==> src/rtl/branch_ctrl.sv <==
// rtl/branch_ctrl.sv - ID-stage conditional branch resolution with operand wait and statistics
//
// Purpose: detects a one-hot branch class in ID, stalls IF/ID until the
// operands are available, latches them, and resolves the branch one cycle
// later, issuing a one-cycle PC redirect (and IF flush) when taken.
//
// Ports:
//   clk, rst                  clock (rising edge), asynchronous active-high reset
//   id_valid, id_is_branch    ID instruction valid, one-hot branch class
//                             [0] beq [1] bne [2] blez [3] bgtz [4] bltz [5] bgez
//   id_override_rt, id_rt_val decoder-supplied substitute for rt
//   rs_val, rt_val            forwarded operands
//   rs_ready, rt_ready        operand availability
//   id_target                 branch target address
//   stall                     hold IF/ID this cycle
//   redirect, flush           one-cycle PC redirect / IF flush
//   redirect_pc               new PC while redirect=1, else 0
//   br_cnt, taken_cnt         resolved / taken branch counters (wrap)
//
// Configuration macro: BRANCH_DELAY_SLOT_EN
//   defined   - flush held at 0, the delay-slot instruction executes
//   undefined - flush mirrors redirect

module branch_ctrl #(
    parameter int CNT_W = 16
) (
    input  logic             clk,
    input  logic             rst,
    input  logic             id_valid,
    input  logic [5:0]       id_is_branch,
    input  logic             id_override_rt,
    input  logic [31:0]      id_rt_val,
    input  logic [31:0]      rs_val,
    input  logic [31:0]      rt_val,
    input  logic             rs_ready,
    input  logic             rt_ready,
    input  logic [31:0]      id_target,
    output logic             stall,
    output logic             redirect,
    output logic             flush,
    output logic [31:0]      redirect_pc,
    output logic [CNT_W-1:0] br_cnt,
    output logic [CNT_W-1:0] taken_cnt
);

    typedef enum logic [1:0] {
        IDLE = 2'd0,
        WAIT = 2'd1,
        EVAL = 2'd2
    } state_t;

    state_t      state;
    logic [5:0]  cls_q;
    logic [31:0] rs_q;
    logic [31:0] rt_q;
    logic [31:0] target_q;
    logic [31:0] idrt_q;
    logic        ovr_q;

    logic        is_onehot;
    logic        branch_present;
    logic        ready_id;
    logic        ready_wait;
    logic        rs_zero;
    logic        rs_neg;
    logic        taken;

    // x & (x-1) clears the lowest set bit; zero result with nonzero x means one-hot
    assign is_onehot      = (id_is_branch != 6'd0) &&
                            ((id_is_branch & (id_is_branch - 6'd1)) == 6'd0);
    assign branch_present = id_valid && is_onehot;

    // In IDLE the override comes straight from ID; once in WAIT the latched
    // override decides whether rt_ready matters.
    assign ready_id   = rs_ready && (rt_ready || id_override_rt);
    assign ready_wait = rs_ready && (rt_ready || ovr_q);

    assign rs_zero = (rs_q == 32'd0);
    assign rs_neg  = rs_q[31];

    always_comb begin
        taken = 1'b0;
        unique case (1'b1)
            cls_q[0]: taken = (rs_q == rt_q);
            cls_q[1]: taken = (rs_q != rt_q);
            cls_q[2]: taken = rs_neg || rs_zero;
            cls_q[3]: taken = !rs_neg && !rs_zero;
            cls_q[4]: taken = rs_neg;
            cls_q[5]: taken = !rs_neg;
            default:  taken = 1'b0;
        endcase
    end

    always_ff @(posedge clk or posedge rst) begin
        if (rst) begin
            state     <= IDLE;
            cls_q     <= 6'd0;
            rs_q      <= 32'd0;
            rt_q      <= 32'd0;
            target_q  <= 32'd0;
            idrt_q    <= 32'd0;
            ovr_q     <= 1'b0;
            br_cnt    <= '0;
            taken_cnt <= '0;
        end else begin
            case (state)
                IDLE: begin
                    if (branch_present) begin
                        // Class, target and rt substitute are frozen here; only
                        // the forwarded operands are sampled again from WAIT.
                        cls_q    <= id_is_branch;
                        target_q <= id_target;
                        ovr_q    <= id_override_rt;
                        idrt_q   <= id_rt_val;
                        if (ready_id) begin
                            rs_q  <= rs_val;
                            rt_q  <= id_override_rt ? id_rt_val : rt_val;
                            state <= EVAL;
                        end else begin
                            state <= WAIT;
                        end
                    end
                end
                WAIT: begin
                    if (ready_wait) begin
                        rs_q  <= rs_val;
                        rt_q  <= ovr_q ? idrt_q : rt_val;
                        state <= EVAL;
                    end
                end
                EVAL: begin
                    br_cnt <= br_cnt + CNT_W'(1);
                    if (taken) begin
                        taken_cnt <= taken_cnt + CNT_W'(1);
                    end
                    state <= IDLE;
                end
                default: state <= IDLE;
            endcase
        end
    end

    // rst gating keeps stall low while reset is held, even with a branch in ID
    assign stall       = !rst && (((state == IDLE) && branch_present) || (state == WAIT));
    assign redirect    = !rst && (state == EVAL) && taken;
    assign redirect_pc = redirect ? target_q : 32'd0;

`ifdef BRANCH_DELAY_SLOT_EN
    assign flush = 1'b0;
`else
    assign flush = redirect;
`endif

endmodule

==> config.mk <==
export PLATFORM = sky130hd
export DESIGN_NAME = branch_ctrl
export DESIGN_NICKNAME = d
export VERILOG_FILES = /design/src/rtl/branch_ctrl.sv
export SDC_FILE = /design/constraint.sdc
export NUM_CORES = 1
export LEC_CHECK = 0
export CORE_MARGIN = 5
export CORE_UTILIZATION = 44
export CTS_CLUSTER_SIZE = 25
export DETAILED_ROUTE_END_ITERATION = 12
export HOLD_SLACK_MARGIN = 0.06
export PLACE_DENSITY = 0.81
export RECOVER_POWER = 100
export SLEW_MARGIN = 20
export SYNTH_ARGS = -nofsm -noshare
export SYNTH_HDL_FRONTEND = slang
export SYNTH_SLANG_ARGS = --single-unit
export TNS_END_PERCENT = 10
==> constraint.sdc <==
create_clock -name clk -period 5.5 [get_ports clk]
set_input_delay 0.825 -clock clk [delete_from_list [all_inputs] [get_ports clk]]
set_output_delay 0.825 -clock clk [all_outputs]
set_load 0.1 [all_outputs]
# == After elaboration in Yosys (flattened, before gate mapping) ==
# Cells that the tools add are included.
# totals
mem_bits_ro,0
latchBits,0
ram_bits,0
word_cells,61
mem_count,0
inputBits,140
output_inout_bits,67
register_bits,169
# classes
div,0
bitwise,1
eq_ne,7
add_sub_neg,3
n_lt_le_gt_ge,0
n_reduce_logical,25
n_mul,0
n_mux,16
n_shift,0
# ops
op,n
$mux W32,9
$pmux W32 S2,2
$add A16 B1 Y16 const B,2
$eq A32 B32 Y1,1
$logic_not A32 Y1,1
$ne A32 B32 Y1,1
$logic_and A1 B1 Y1,9
$and A6 B6 Y6,1
$logic_not A6 Y1,1
$mux W2,3
$ne A2 B2 Y1 const B,3
$pmux W1 S6,1
$reduce_and A2 Y1,3
$reduce_bool A6 Y1,1
$sub A6 B1 Y6 const B,1
$logic_or A1 B1 Y1,4
$pmux W2 S2,1
$reduce_and A4 Y1,1
$logic_not A1 Y1,3
$eq A2 B1 Y1 const B,1
$eq A2 B2 Y1 const B,1
$logic_not A2 Y1,1
$reduce_bool A2 Y1,1

# == Logic depth before layout (Yosys ltp) ==
# depth
ltp_word,8
depth_mapped,9
mapped_depth_nobuf,7

# == Worst setup path after synthesis ==
# No wires, ideal clock.
# synth_timing
path_type,in2out
from,input port id_is_branch[2]
to,output port stall
n_path_buf,2
cell_stages,7
t_arrival_ps,3341
required_ps,4675
slack_ps,1334
cell_sequence,nor2_1 mux2i_1 o31ai_1 nand3b_1 clkbuf_1 clkbuf_1 a21oi_1
# synth_via
elab_chain_cells,8
word_cells_on_any_way,9
classes_between,add/sub (1); bitwise (1); reduce/logical (7)
# synth_rtl
item,line,text
start: declaration,30,"input logic [5:0] id_is_branch,"
$sub A6 B1 Y6,70,((id_is_branch & (id_is_branch - 6'd1)) == 6'd0);
$and A6 B6 Y6,70,
$logic_not A6 Y1,70,
$logic_and A1 B1 Y1 *,69,assign is_onehot = (id_is_branch != 6'd0) &&
$logic_and A1 B1 Y1 *,71,assign branch_present = id_valid && is_onehot;
$logic_and A1 B1 Y1 *,144,assign stall = !rst && (((state == IDLE) && branch_present) || (state == WAIT));
$logic_or A1 B1 Y1 *,144,
$logic_and A1 B1 Y1 *,144,
end: declaration,38,"output logic stall,"
# Every way passes the cells marked *; elsewhere a longest branch is shown, timed or not.

# == Worst setup path in the final report ==
# layout_timing
from,register state[0]
to,output port flush
# layout_via
elab_chain_cells,3
# layout_rtl
item,line,text
start: declaration,52,state_t state;
start signal: assignment,96,state <= IDLE;
start signal: assignment,118,state <= EVAL;
start signal: assignment,120,state <= WAIT;
$eq A2 B2 Y1,145,assign redirect = !rst && (state == EVAL) && taken;
$logic_and A1 B1 Y1 (2 in series),145,
end: declaration,40,"output logic flush,"
# No other way between the ends.

==> reports/qor.csv <==
metric;value;unit
outcome;finished, violations left;
failing checks;max-capacitance violations, max-slew violations;
fraction of the yosys area taken by sequential cells;53.7;%
total number of H-tree levels;4;
DRT Wirelength;20700;µm
global routing's busiest layer;met2;
Placeable Area;0.0178;mm²
number of global-route vias before repair;6010;
wire length of the first global-routing pass;32300;µm
Main synth FF type;sky130_fd_sc_hd__dfrtp_1;
fraction of layout instances using a drive strength above 1;20.1;%
chip width;144;µm
Syn Inst Count;654;
Netlist cell types;46;
min-delay worst type;reg2reg;
Final Hold Slack;469;ps
IO Port Bufs;206;
Final Hold Vio Count;0;
count of standard-cell rows;49;
post-route DRC violation count;0;
number of buffers added for setup after CTS;0;
Worst Path Class, Setup;reg2out;
effective utilization at floorplan;44.3;%
share of synthesized flip-flops with an asynchronous set or reset;100;%
dominant delay contributor by cell family on the critical path;simple AND/OR/NAND/NOR gates;
clock root buffer;sky130_fd_sc_hd__clkbuf_16;
peak fanout along the critical path;34;
GR met3 Demand/Resource;4.09;%
grt ovf;0;
most common library cells after synthesis;sky130_fd_sc_hd__dfrtp_1 (169), sky130_fd_sc_hd__mux2_2 (98), sky130_fd_sc_hd__nor2_1 (39), sky130_fd_sc_hd__o31ai_1 (39), sky130_fd_sc_hd__xor2_1 (39);
Final Cycle Share;84.7;%
total of warnings raised by yosys;0;
Synth-to-Final Area Change;34.2;%
clock tree from TritonCTS;yes;
crit path capture type;output pin;
placed wire-length estimate after detailed placement;15400;µm
global-route met1 utilization;27.4;%
violation count after the first detailed-route iteration;359;
Area contributors post-synth;sky130_fd_sc_hd__dfrtp_1 (54%), sky130_fd_sc_hd__mux2_2 (14%), sky130_fd_sc_hd__xor2_1 (4.3%);
Routed wire per std cell;19.0;µm
required time worst endpoint;4680;ps
cts-stage hold buffer count;0;
DR pass1 iterations;4;
Num Clock Sinks;169;
Final Wtd Congestion;0.859;
Worst Path Arrival;3830;ps
headroom to the max-slew limit;-110;%
Post-Syn Nets;796;
shortest period the worst path allows;4660;ps
LEAKAGE;4.68;nW
worst path cell trace;nor2b_1 > nand2_1 > or3_1 > a31oi_4 > clkbuf_1;
library cell occupying the most area in the post-synthesis netlist;sky130_fd_sc_hd__dfrtp_1;
buffer and inverter count on the worst path;1;
clk slew on worst S/H paths;60;ps
peak supply drop;0.314;mV
Pins Over Slew Limit;160;
top achievable clock speed;215;MHz
final core utilization;59.4;%
Final #Nets;990;
total negative slack;0;ps
Synth top area share;53.7;%
Non-Filler Cell Area, Final;0.0106;mm²
post-placement cell area;0.00999;mm²
fillcell total;1456;
floorplan die area;0.0207;mm²
power density of the placed cells;441;mW/mm²
cell area after synthesis;0.00787;mm²
number of clock buffers inserted by TritonCTS;17;
global router's overall resource usage;20.2;%
Via Count;5912;
clock skew;8.87;ps
Post-synth EDFFs;0;
mean instance size in the synthesized netlist;12.0;µm²
Slowest-stage cell, CP;sky130_fd_sc_hd__clkbuf_1;
Max Root-Sink Buffers;2;
Post-Place Setup Slack;1040;ps
total of cells resized after clock tree synthesis;0;
Seq cells post-synth;169;
post-route antenna net violation count;0;
Chip Height;144;µm
initial antenna violation count;2;
max-cap viol count;2;
critical path launch point type;flop;
clock latency reported for the late side of the worst-skew pair;420;ps
largest stage delay on the critical path;920;ps
RSZ-0062 raised after global routing;no;
global routing met2 resource utilization;32.1;%
pin count of the biggest net entering global routing;86;
slew at the pin closest to its max-slew limit;3150;ps
number of ports placed on the die boundary;207;
most frequent cell after synthesis;sky130_fd_sc_hd__dfrtp_1;
detail-routed via count per cell;5.42;
Worst Slack Setup Final;842;ps
final setup violation count;0;
-- cell usage in the layout (no fill, tap or decap), drive strengths merged, types with 7 or more instances in the layout --
cell / instances
and2: 36
and3: 7
and4: 7
buf: 36
clkbuf: 22
clkdlybuf4s50: 137
dfrtp: 169
dlygate4sd3: 34
mux2: 106
nand2: 12
nand4: 7
nor2: 39
nor4: 16
o21ai: 32
o22ai: 32
o31ai: 39
xnor2: 24
xor2: 39
-- sequential cells by signal, summed over array words and instances, names as in the netlist --
signal,flops
br_cnt,16
cls_q,6
idrt_q,32
ovr_q,1
rs_q,32
rt_q,32
state,2
taken_cnt,16
target_q,32
-- layer usage --
| layer | vias up | share of wire (%) |
|---|---|---|
| met4 | 2 | 2.3 |
| met3 | 30 | 5.8 |
| li1 | 2779 | - |
| met2 | 189 | 49 |
| met1 | 2912 | 43 |
| met5 | - | 0.053 |
-- layout make-up --
type | instances | area, µm² | area share (%)
Sequential cell | 169 | 4230 | 40.1
Multi-Input combinational cell | 446 | 3450 | 32.6
Timing Repair Buffer | 211 | 2000 | 18.9
Clock buffer | 18 | 439 | 4.16
Tap cell | 229 | 287 | 2.71
Clock inverter | 14 | 146 | 1.39
Inverter | 3 | 11.3 | 0.107
Antenna cell | 1 | 2.50 | 0.0237
-- worst paths after layout --
kind,from,end,slack [ps],depth (start not counted)
max reg2reg,state[0]$_DFFE_PP0P_,rs_q[29]$_DFFE_PP0P_,1780,7
min,br_cnt[15]$_DFFE_PP0N_,br_cnt[15]$_DFFE_PP0N_,470,1
min reg2reg,br_cnt[15]$_DFFE_PP0N_,br_cnt[15]$_DFFE_PP0N_,470,1
min in group asynchronous,rst,rs_q[31]$_DFFE_PP0P_,2120,2
max,state[0]$_DFFE_PP0P_,flush,840,5
max in group asynchronous,rst,target_q[26]$_DFFE_PP0P_,1420,3
-- report_power, final --
| group | switching (mW) | internal (mW) | total [mW] |
|---|---|---|---|
| sequential | 0.391 | 1.74 | 2.13 |
| combinational | 0.711 | 0.638 | 1.35 |
| clock | 0.501 | 0.683 | 1.18 |
| total | 1.60 | 3.06 | 4.66 |
-- logic make-up after synthesis --
logic type,Yosys count,share of synthesized area (%)
xor+xnor,63,7.01
compound gates,128,10.9
flops,169,53.7
simple gates,146,10.3
buf+inv,39,2.43
mux,107,15.3
fa+ha+maj,2,0.318
-- stage by stage --
step	cells	total power, mW
2_1_floorplan	654	3.03
3_3_place_gp	1058	3.44
3_5_place_dp	1058	3.51
4_1_cts	1090	4.70
5_1_grt	1091	4.93
6_report	1091	4.66
Note: power is estimated with default switching activity, not from simulation.
